## config.mk

```make
export PLATFORM = sky130hd
export DESIGN_NAME = sin_ns
export DESIGN_NICKNAME = d
export VERILOG_FILES = /design/src/rtl/sin_ns.sv
export SDC_FILE = /design/constraint.sdc
export NUM_CORES = 1
export LEC_CHECK = 0
export ABC_AREA = 1
export BUFFER_PORTS_ARGS = -buffer_cell sky130_fd_sc_hd__buf_2
export CAP_MARGIN = 20
export CORE_MARGIN = 5
export CORE_UTILIZATION = 35
export CTS_CLUSTER_SIZE = 24
export DETAILED_ROUTE_END_ITERATION = 8
export PLACE_DENSITY = 0.5
export SLEW_MARGIN = 20
export SYNTH_ARGS = -nofsm -noshare
export SYNTH_HDL_FRONTEND = slang
export SYNTH_SLANG_ARGS = --single-unit
```

## constraint.sdc

```tcl
create_clock -name clk -period 5 [get_ports clk]
set_input_delay 0.25 -clock clk [delete_from_list [all_inputs] [get_ports clk]]
set_output_delay 0.25 -clock clk [all_outputs]
set_load 0.005 [all_outputs]
```

## src/rtl/sin_ns.sv

```systemverilog
// sin_ns: interpolating first/second-order error-feedback 1-bit noise shaper for the DAC path.
// Build option: define SIN_NS_DITHER_EN to add 1-LSB LFSR dither ahead of the quantiser.
module sin_ns #(
    parameter int WIDTH    = 16,
    parameter int OSR_LOG2 = 2
) (
    input  logic             clk,
    input  logic             rst_b,
    input  logic             en,
    input  logic             order2,
    input  logic             in_valid,
    input  logic [WIDTH-1:0] in_data,
    output logic             in_ready,
    output logic [WIDTH-1:0] y,
    output logic             out_p,
    output logic             out_n,
    output logic             busy,
    output logic             underrun
);

    localparam int AW = WIDTH + OSR_LOG2 + 1;
    localparam int MW = WIDTH + 4;

    localparam logic [OSR_LOG2-1:0]  KLast  = {OSR_LOG2{1'b1}};
    localparam logic signed [MW-1:0] FsPos  = {4'b0000, 1'b1, {(WIDTH - 1){1'b0}}};
    localparam logic signed [MW-1:0] FsNeg  = -FsPos;
    localparam logic signed [MW-1:0] SatPos = {2'b00, 1'b1, {(WIDTH + 1){1'b0}}};
    localparam logic signed [MW-1:0] SatNeg = -SatPos;

    typedef enum logic [0:0] {
        StIdle,
        StRun
    } state_e;

    state_e                 state_q, state_d;
    logic signed [WIDTH-1:0] prev_q, prev_d;
    logic signed [WIDTH-1:0] cur_q, cur_d;
    logic signed [WIDTH-1:0] buf_q, buf_d;
    logic                    buf_full_q, buf_full_d;
    logic signed [AW-1:0]    acc_q, acc_d;
    logic [OSR_LOG2-1:0]     k_q, k_d;
    logic                    underrun_q, underrun_d;
    logic signed [MW-1:0]    e1_q, e1_d;
    logic signed [MW-1:0]    e2_q, e2_d;
    logic                    out_p_q, out_p_d;
    logic                    out_n_q, out_n_d;
    logic                    order2_q, order2_d;

    logic                    handshake;
    logic signed [WIDTH:0]   delta;
    logic signed [AW-1:0]    delta_ext;
    logic signed [MW-1:0]    y_ext;
    logic signed [MW-1:0]    fb;
    logic signed [MW-1:0]    v;
    logic signed [MW-1:0]    q;
    logic signed [MW-1:0]    err;
    logic signed [MW-1:0]    err_sat;
    logic                    v_pos;
    logic                    dither;
    logic                    unused_acc_bits;

    // Accumulator value at the start of an interval: sample scaled by N.
    function automatic logic signed [AW-1:0] interval_start(input logic [WIDTH-1:0] s);
        return {s[WIDTH-1], s, {OSR_LOG2{1'b0}}};
    endfunction

    assign in_ready  = ~buf_full_q;
    assign handshake = in_valid & in_ready;

    assign delta     = $signed({cur_q[WIDTH-1], cur_q}) - $signed({prev_q[WIDTH-1], prev_q});
    assign delta_ext = AW'(delta);

    // acc >>> OSR_LOG2; the result always lies between prev and cur so it fits WIDTH bits.
    assign y               = acc_q[OSR_LOG2 +: WIDTH];
    assign unused_acc_bits = ^{acc_q[AW-1], acc_q[OSR_LOG2-1:0]};

`ifdef SIN_NS_DITHER_EN
    localparam logic [15:0] LfsrSeed = 16'hACE1;

    logic [15:0] lfsr_q, lfsr_d;

    // Right-shifting Fibonacci form of taps 16,14,13,11.
    always_comb begin
        lfsr_d = LfsrSeed;
        if (state_q == StRun && en) begin
            lfsr_d = {lfsr_q[0] ^ lfsr_q[2] ^ lfsr_q[3] ^ lfsr_q[5], lfsr_q[15:1]};
        end
    end

    always_ff @(posedge clk or negedge rst_b) begin
        if (!rst_b) begin
            lfsr_q <= LfsrSeed;
        end else begin
            lfsr_q <= lfsr_d;
        end
    end

    assign dither = lfsr_q[0];
`else
    assign dither = 1'b0;
`endif

    // Error feedback: second order subtracts 2*e1 - e2, first order subtracts e1.
    assign y_ext = MW'($signed(y));
    assign fb    = order2_q ? ((e1_q <<< 1) - e2_q) : e1_q;
    assign v     = y_ext - fb + MW'(dither);
    assign v_pos = ~v[MW-1];
    assign q     = v_pos ? FsPos : FsNeg;
    assign err   = q - v;

    always_comb begin
        err_sat = err;
        if (err > SatPos) begin
            err_sat = SatPos;
        end else if (err < SatNeg) begin
            err_sat = SatNeg;
        end
    end

    always_comb begin
        state_d    = state_q;
        prev_d     = prev_q;
        cur_d      = cur_q;
        buf_d      = buf_q;
        buf_full_d = buf_full_q;
        acc_d      = acc_q;
        k_d        = k_q;
        underrun_d = underrun_q;
        e1_d       = e1_q;
        e2_d       = e2_q;
        out_p_d    = out_p_q;
        out_n_d    = out_n_q;
        order2_d   = order2_q;

        unique case (state_q)
            StIdle: begin
                order2_d = order2;
                if (en && handshake) begin
                    state_d = StRun;
                    prev_d  = in_data;
                    cur_d   = in_data;
                    acc_d   = interval_start(in_data);
                    k_d     = '0;
                end
            end

            StRun: begin
                if (!en) begin
                    // Mute and flush everything so the next start is clean.
                    state_d    = StIdle;
                    prev_d     = '0;
                    cur_d      = '0;
                    buf_d      = '0;
                    buf_full_d = 1'b0;
                    acc_d      = '0;
                    k_d        = '0;
                    underrun_d = 1'b0;
                    e1_d       = '0;
                    e2_d       = '0;
                    out_p_d    = 1'b0;
                    out_n_d    = 1'b0;
                end else begin
                    if (k_q == KLast) begin
                        k_d    = '0;
                        prev_d = cur_q;
                        acc_d  = interval_start(cur_q);
                        if (buf_full_q) begin
                            cur_d      = buf_q;
                            buf_full_d = 1'b0;
                        end else if (handshake) begin
                            cur_d = in_data;
                        end else begin
                            underrun_d = 1'b1;
                        end
                    end else begin
                        k_d   = k_q + OSR_LOG2'(1);
                        acc_d = acc_q + delta_ext;
                        if (handshake) begin
                            buf_d      = in_data;
                            buf_full_d = 1'b1;
                        end
                    end

                    e1_d    = err_sat;
                    e2_d    = e1_q;
                    out_p_d = v_pos;
                    out_n_d = ~v_pos;
                end
            end

            default: state_d = StIdle;
        endcase
    end

    always_ff @(posedge clk or negedge rst_b) begin
        if (!rst_b) begin
            state_q    <= StIdle;
            prev_q     <= '0;
            cur_q      <= '0;
            buf_q      <= '0;
            buf_full_q <= 1'b0;
            acc_q      <= '0;
            k_q        <= '0;
            underrun_q <= 1'b0;
            e1_q       <= '0;
            e2_q       <= '0;
            out_p_q    <= 1'b0;
            out_n_q    <= 1'b0;
            order2_q   <= 1'b0;
        end else begin
            state_q    <= state_d;
            prev_q     <= prev_d;
            cur_q      <= cur_d;
            buf_q      <= buf_d;
            buf_full_q <= buf_full_d;
            acc_q      <= acc_d;
            k_q        <= k_d;
            underrun_q <= underrun_d;
            e1_q       <= e1_d;
            e2_q       <= e2_d;
            out_p_q    <= out_p_d;
            out_n_q    <= out_n_d;
            order2_q   <= order2_d;
        end
    end

    assign out_p    = out_p_q;
    assign out_n    = out_n_q;
    assign busy     = (state_q == StRun);
    assign underrun = underrun_q;

endmodule
```

==> results.md, run 1 <==
- Status: complete, no violations
- Via count: around 9000
- Num rows: a little under 60
- Register area share after synthesis: between 30% and 40%
- Fin. max-slew vios: 0
- Max Freq: slightly above 200 MHz
- Number of global-route vias before repair: between 8000 and 9000
- CP startpoint kind: flop
- CTS tree: done
- Clk buf depth: 2
- Largest net degree at the start of global routing: 66
- Initial core utilization: about 36%
- Fin nets: around 1600
- Cells after Synth: approximately 1300
- Drt wl/cell: roughly 16 microns
- Crit end category: flop
- CP Class: reg2reg
- DRC: 0
- Die W: around 170 microns
- Tcrit/Tclk final: between 90 and 100%
- Worst min path class: in2reg
- Critical Path AT: between 5000 and 6000 ps
- Vias per inst: around 5.0
- Number of synthesized register bits: approximately 110
- Post-detailed-placement half-perimeter wirelength: between 20 and 25 mm
- TritonCTS Sinks: 114
- Diodes inserted: 0
- Mapped Area: 9353 sq um
- Ys flop type: dfrtp_1
- H-Tree Depth: 4
- Post-synthesis async set-or-reset flop share: 100.0%
- GRT Total Usage: 18.92%
- Worst rel slew slack: approximately two fifths
- Slowest stage delay, CP: between 400 and 500 ps
- Initial DRC count: between 500 and 600
- Grt ovf: 0
- Hold Vio Cnt, Final: 0
- Pre-antenna DRT Iters: 5
- Reported max-cap violation count: 0
- Root Buffer: clkbuf_16
- Final core utilization: about 45%
- Global-route wire length before repair: between 40 and 50 mm
- DIE AREA: 30090 sq um
- Clock skew: ~11 ps
- Antenna violations before repair: 0
- RSZ-0062 raised after global routing: true
- Register clock-pin slew on the reported worst setup and hold paths: about 50 ps
- Max FO, Critical Path: 6
- Clk Latency, worst-skew pair: ~420 ps
- TNS Setup: 0 ps
- Final weighted congestion in routability-driven placement: ~0.9
- # port buffers: 41
- CP required: between 5000 and 6000 ps
- Synth Area per Inst: around 7 sq um
- Slowest-stage cell, CP: dfrtp_2
- Core area: roughly 26000 sq um
- Number of CTS-inserted buffers: 17
- Final setup viols: 0
- Die H: about 170 microns
- Drt total wl: about 29 mm
- Antenna-violating nets left: 0
- Mapped Nets: about 1400
- Ports: 42
- Tightest Pin Transition: about 900 ps
- Synth warnings: 0
- Share of layout cells above drive strength 1: approximately a fifth
- Area Growth Syn to Fin: 25.03%
- Worst path bufs/invs: 4
- Tmin final: a little under 5000 ps
- Post-synth EDFFs: 0
- CP top delay family: compound AO/OA/AOI/OAI gates
- Library cells used by synthesis: 48
==> registers in the layout, indices dropped and copies added (netlist names), 2 cells and up <==
register,cells
acc_q,18
cur_q,16
prev_q,16
e1_q,20
e2_q,20
buf_q,16
k_q,2
==> per-layer routing <==
layer	vias up	track usage (%)	share of wire, %
met5	-	0	0
met4	0	5.188	1.2
met3	27	1.876	3.3
met2	161	32.13	48
met1	4223	25.81	48
li1	4556	-	-
==> worst reg2reg max path: cells and delay by family (launching register included) <==
kind / cells / cell delay [ps]
and+or+nand+nor: 10 / 1070
AOI/OAI and AO/OA: 10 / 1290
adders and majority gates: 4 / 1220
buffers and inverters: 4 / 530
DFF: 1 / 450
xor gates and xnor gates: 2 / 310
==> layout make-up <==
type | count | area (sq um)
Inverter | 234 | 880.8
Timing Repair Buffer | 156 | 1097
Tap cell | 335 | 419.2
Multi-Input combinational cell | 930 | 5819
Sequential cell | 114 | 2855
Fill cell | 2697 | 14510
Timing Repair inverter | 1 | 7.507
Clock buffer | 26 | 519.2
Clock inverter | 4 | 95.09
==> placed cells by master, fill, tap and decap left out, drive strengths merged, types with 2 or more instances in the layout <==
master | Yosys | routed
or2 | 3 | 3
o21ai | 167 | 167
xor2 | 14 | 14
nand3b | 11 | 11
nor2 | 111 | 111
o21bai | 3 | 3
o22ai | 26 | 26
bufinv | 0 | 3
nand3 | 67 | 67
mux2 | 18 | 18
a31oi | 11 | 11
xnor2 | 12 | 12
o31ai | 4 | 4
a22oi | 4 | 4
a21boi | 4 | 4
nor3 | 8 | 8
ha | 61 | 61
a22o | 2 | 2
fa | 19 | 19
o211ai | 2 | 2
buf | 23 | 155
nand2 | 287 | 287
inv | 232 | 232
clkbuf | 30 | 26
clkinv | 2 | 3
nand4 | 14 | 14
a21oi | 74 | 74
dfrtp | 114 | 114
==> cells in the mapped netlist, types with 2 or more instances <==
master / n / share of area [%]
a21boi_0: 3 / 0.24
nand3_1: 62 / 3.3
nand3b_1: 11 / 0.88
a22o_1: 2 / 0.19
a22oi_1: 4 / 0.32
o21bai_1: 2 / 0.16
inv_2: 4 / 0.16
nand3_2: 5 / 0.54
o211ai_1: 2 / 0.16
inv_1: 228 / 9.2
buf_1: 4 / 0.16
xor2_1: 14 / 1.3
dfrtp_1: 114 / 31
o31ai_1: 4 / 0.32
nand2_1: 279 / 11
a21oi_1: 73 / 3.9
nand2_2: 8 / 0.54
clkbuf_1: 30 / 1.2
or2_2: 3 / 0.20
o21ai_1: 16 / 0.86
xnor2_1: 12 / 1.1
nand4_1: 14 / 0.94
fa_1: 19 / 4.1
o22ai_1: 26 / 1.7
clkinv_1: 2 / 0.080
nor3_1: 7 / 0.37
a31oi_1: 11 / 0.74
buf_6: 2 / 0.24
nor2_1: 107 / 4.3
o21ai_0: 151 / 8.1
buf_4: 16 / 1.3
nor2_2: 3 / 0.20
ha_1: 61 / 8.2
mux2_2: 18 / 2.2
==> timing repair <==
| item | CTS | global route |
|---|---|---|
| hold buffers | 1 | 0 |
| buffers inserted | 0 | 14 |
| hold endpoints to repair | 27 | 0 |
| endpoints found under the setup margin | 18 | 20 |
| resized for setup | 19 | 101 |
| pin swaps | 6 | 64 |
| gates cloned | 1 | 0 |
==> cell families after synthesis <==
logic type                 Yosys count  share of synthesized area [%]
muxes                               18                          2.167
DFF                                114                          30.50
buffers and inverters              287                          12.33
adders and majority gates           80                          12.23
xor gates and xnor gates            26                          2.435
AOI/OAI and AO/OA                  301                          17.35
and+or+nand+nor                    505                          22.98
==> path summary, 6_finish.rpt <==
check	from	to	slack (ps)	depth (start not counted)
setup reg to reg	e1_q[7]	e1_q[8]	60	30
hold reg to reg	k_q[0]	k_q[0]	490	1
min in group asynchronous	rst_b	e2_q[1]	520	2
setup / recovery	e1_q[7]	e1_q[8]	60	30
max in group asynchronous	rst_b	busy	3240	3
hold / removal	order2	order2_q	40	3
==> through the flow <==
| step | cells | instance area [sq um] | hold WS [ps] | setup WS [ps] |
|---|---|---|---|---|
| 6_report | 1800 | 11690 | 38.94 | 57.51 |
| 4_1_cts | 1786 | 11170 | 30.80 | 2.192 |
| 3_5_place_dp | 1754 | 10480 | 423.4 | -338.8 |
| 5_1_grt | 1800 | 11690 | 60.69 | -281.7 |
| 3_3_place_gp | 1754 | 10480 | 426.9 | -180.2 |
| 2_1_floorplan | 1331 | 9353 | -45.59 | 9.274 |
Power of run 1 is left out: the tool's default activity adds up to more than one toggle a clock period on the data nets, which glitch-free logic cannot reach.
==> inputs of run 2 (changes only) <==
--- a/config.mk
+++ b/config.mk
@@ -8,7 +8,7 @@
 export ABC_AREA = 1
 export BUFFER_PORTS_ARGS = -buffer_cell sky130_fd_sc_hd__buf_2
 export CAP_MARGIN = 20
-export CORE_MARGIN = 5
+export CORE_MARGIN = 2
 export CORE_UTILIZATION = 35
 export CTS_CLUSTER_SIZE = 24
 export DETAILED_ROUTE_END_ITERATION = 8
==> results.md, run 2 (synthesis results as in run 1) <==
- Post-detailed-placement half-perimeter wirelength: about 21 mm
- Vias per inst: roughly 5
- Drt total wl: about 28 mm
- Fin nets: approximately 1600
- Drt wl/cell: around 16 microns
- CP startpoint kind: flop
- # port buffers: between 40 and 50
- RSZ-0062 raised after global routing: true
- Number of global-route vias before repair: just under 9000
- Commonest cells after routing, fill and taps aside: nand2_1, inv_1, o21ai_0
- Clock skew: 11.31 ps
- Status: complete, no violations
- Number of CTS-inserted buffers: 17
- Tmin final: 4931 ps
- Tightest Pin Transition: 965.5 ps
- Via count: between 8000 and 9000
- Die W: approximately 170 microns
- Clk Latency, worst-skew pair: 410 ps
- Initial core utilization: between 30 and 40%
- Final core utilization: 44.47%
- Pre-antenna DRT Iters: 5
- Area Growth Syn to Fin: 24.27%
- Slowest-stage cell, CP: dfrtp_1
- H-Tree Depth: 4
- DP Area: 10520 sq um
- Largest net degree at the start of global routing: 72
- Initial DRC count: slightly above 500
- CTS tree: done
- Root Buffer: clkbuf_16
- Worst r2r path cells: 34
- Diodes inserted: 0
- Hold Vio Cnt, Final: 0
- Antenna violations before repair: 0
- Die H: 167.5 microns
- CP required: roughly 5300 ps
- Register clock-pin slew on the reported worst setup and hold paths: roughly 50 ps
- Slowest stage delay, CP: 370 ps
- Top Registers: e1_q x20, e2_q x20, acc_q x18
- Ports: 42
- Antenna-violating nets left: 0
- Worst rel slew slack: between 30% and 40%
- TritonCTS Sinks: 114
- DRC: 0
- Most used cell along the critical path: nand2_2
- Max Freq: around 200 MHz
- Flop2flop setup slack: ~69 ps
- Critical Path AT: about 5300 ps
- GRT Total Usage: approximately 21%
- Finished Cell Area: between 10000 and 15000 sq um
- Fin. max-slew vios: 0
- Reported max-cap violation count: 0
- Crit end category: flop
- Most common cell after layout, fill and taps aside: nand2_1
- Final weighted congestion in routability-driven placement: just under 0.9
- Clk buf depth: 2
- DIE AREA: 28050 sq um
- Tcrit/Tclk final: ~99%
- Final setup viols: 0
- Global-route wire length before repair: 46.31 mm
- CTS Hold Bufs: 0
- Core area: between 20000 and 30000 sq um
- Grt ovf: 0
- CP Class: reg2reg
- Num rows: 59
- Max FO, Critical Path: 5
- Share of layout cells above drive strength 1: approximately 22%
- Worst min path class: in2async
-- run 2: changes by cell type in the layout (fill, tap and decap cells not counted), moves of 4 or more --
cell and delta:
a21oi_2 +5, clkinv_2 +4, nand2_1 -5, nand2_2 +6, nor2_1 -5, nor2_2 +5
-- run 2: metrics by stage --
stage / setup slack, ps / hold slack [ps] / setup TNS [ps] / std cells
after floorplan: 9.274 / -45.59 / 0 / 1331
after global placement: -166.8 / 461.6 / -1770 / 1760
after detailed placement: -374.8 / 467.3 / -4808 / 1760
after CTS: 9.422 / 33.62 / 0 / 1791
after global routing: -281.4 / 82.36 / -3372 / 1799
final: 69.08 / 1.301 / 0 / 1799
-- run 2: worst max-delay path, delay by kind of cell (launching register included) --
family | cells | cell delay [ps]
buffers and inverters | 5 | 540
flip-flops | 1 | 370
XOR/XNOR | 2 | 460
AND/OR/NAND/NOR | 12 | 950
AO/OA/AOI/OAI | 11 | 1400
adder cells (fa/ha/maj) | 4 | 1110
-- run 2: layout make-up --
type / instances / area [sq um]
multi-input combinational: 930 / 5806
sequential: 114 / 2855
inverter: 234 / 880.8
tap: 335 / 419.2
fill: 2724 / 14510
timing repair inverter: 1 / 7.507
clock inverter: 7 / 85.08
clock buffer: 21 / 470.5
timing repair buffer: 157 / 1099
-- run 2: timing repair --
item | in CTS | in global routing
pin swaps | 2 | 54
gates resized for setup | 19 | 102
endpoints found under the setup margin | 19 | 20
gates cloned | 1 | 0
buffers inserted | 2 | 8
-- run 2: final timing paths --
check                          start        end
max                          e2_q[4]    e1_q[6]
min                            rst_b    e2_q[0]
max reg2reg                  e2_q[4]    e1_q[6]
min reg2reg                buf_q[15]  buf_q[15]
max in group asynchronous      rst_b  cur_q[11]
min in group clk              order2   order2_q
-- run 2: layer usage --
layer / vias to the layer above / share of wire, % / track usage (%)
met3: 21 / 2.2 / 2.293
met1: 4134 / 50 / 28.91
met2: 122 / 47 / 34.91
met4: 0 / 1.1 / 4.386
li1: 4552 / - / -
met5: - / 0 / 0
Power of run 2 is left out for the same reason.
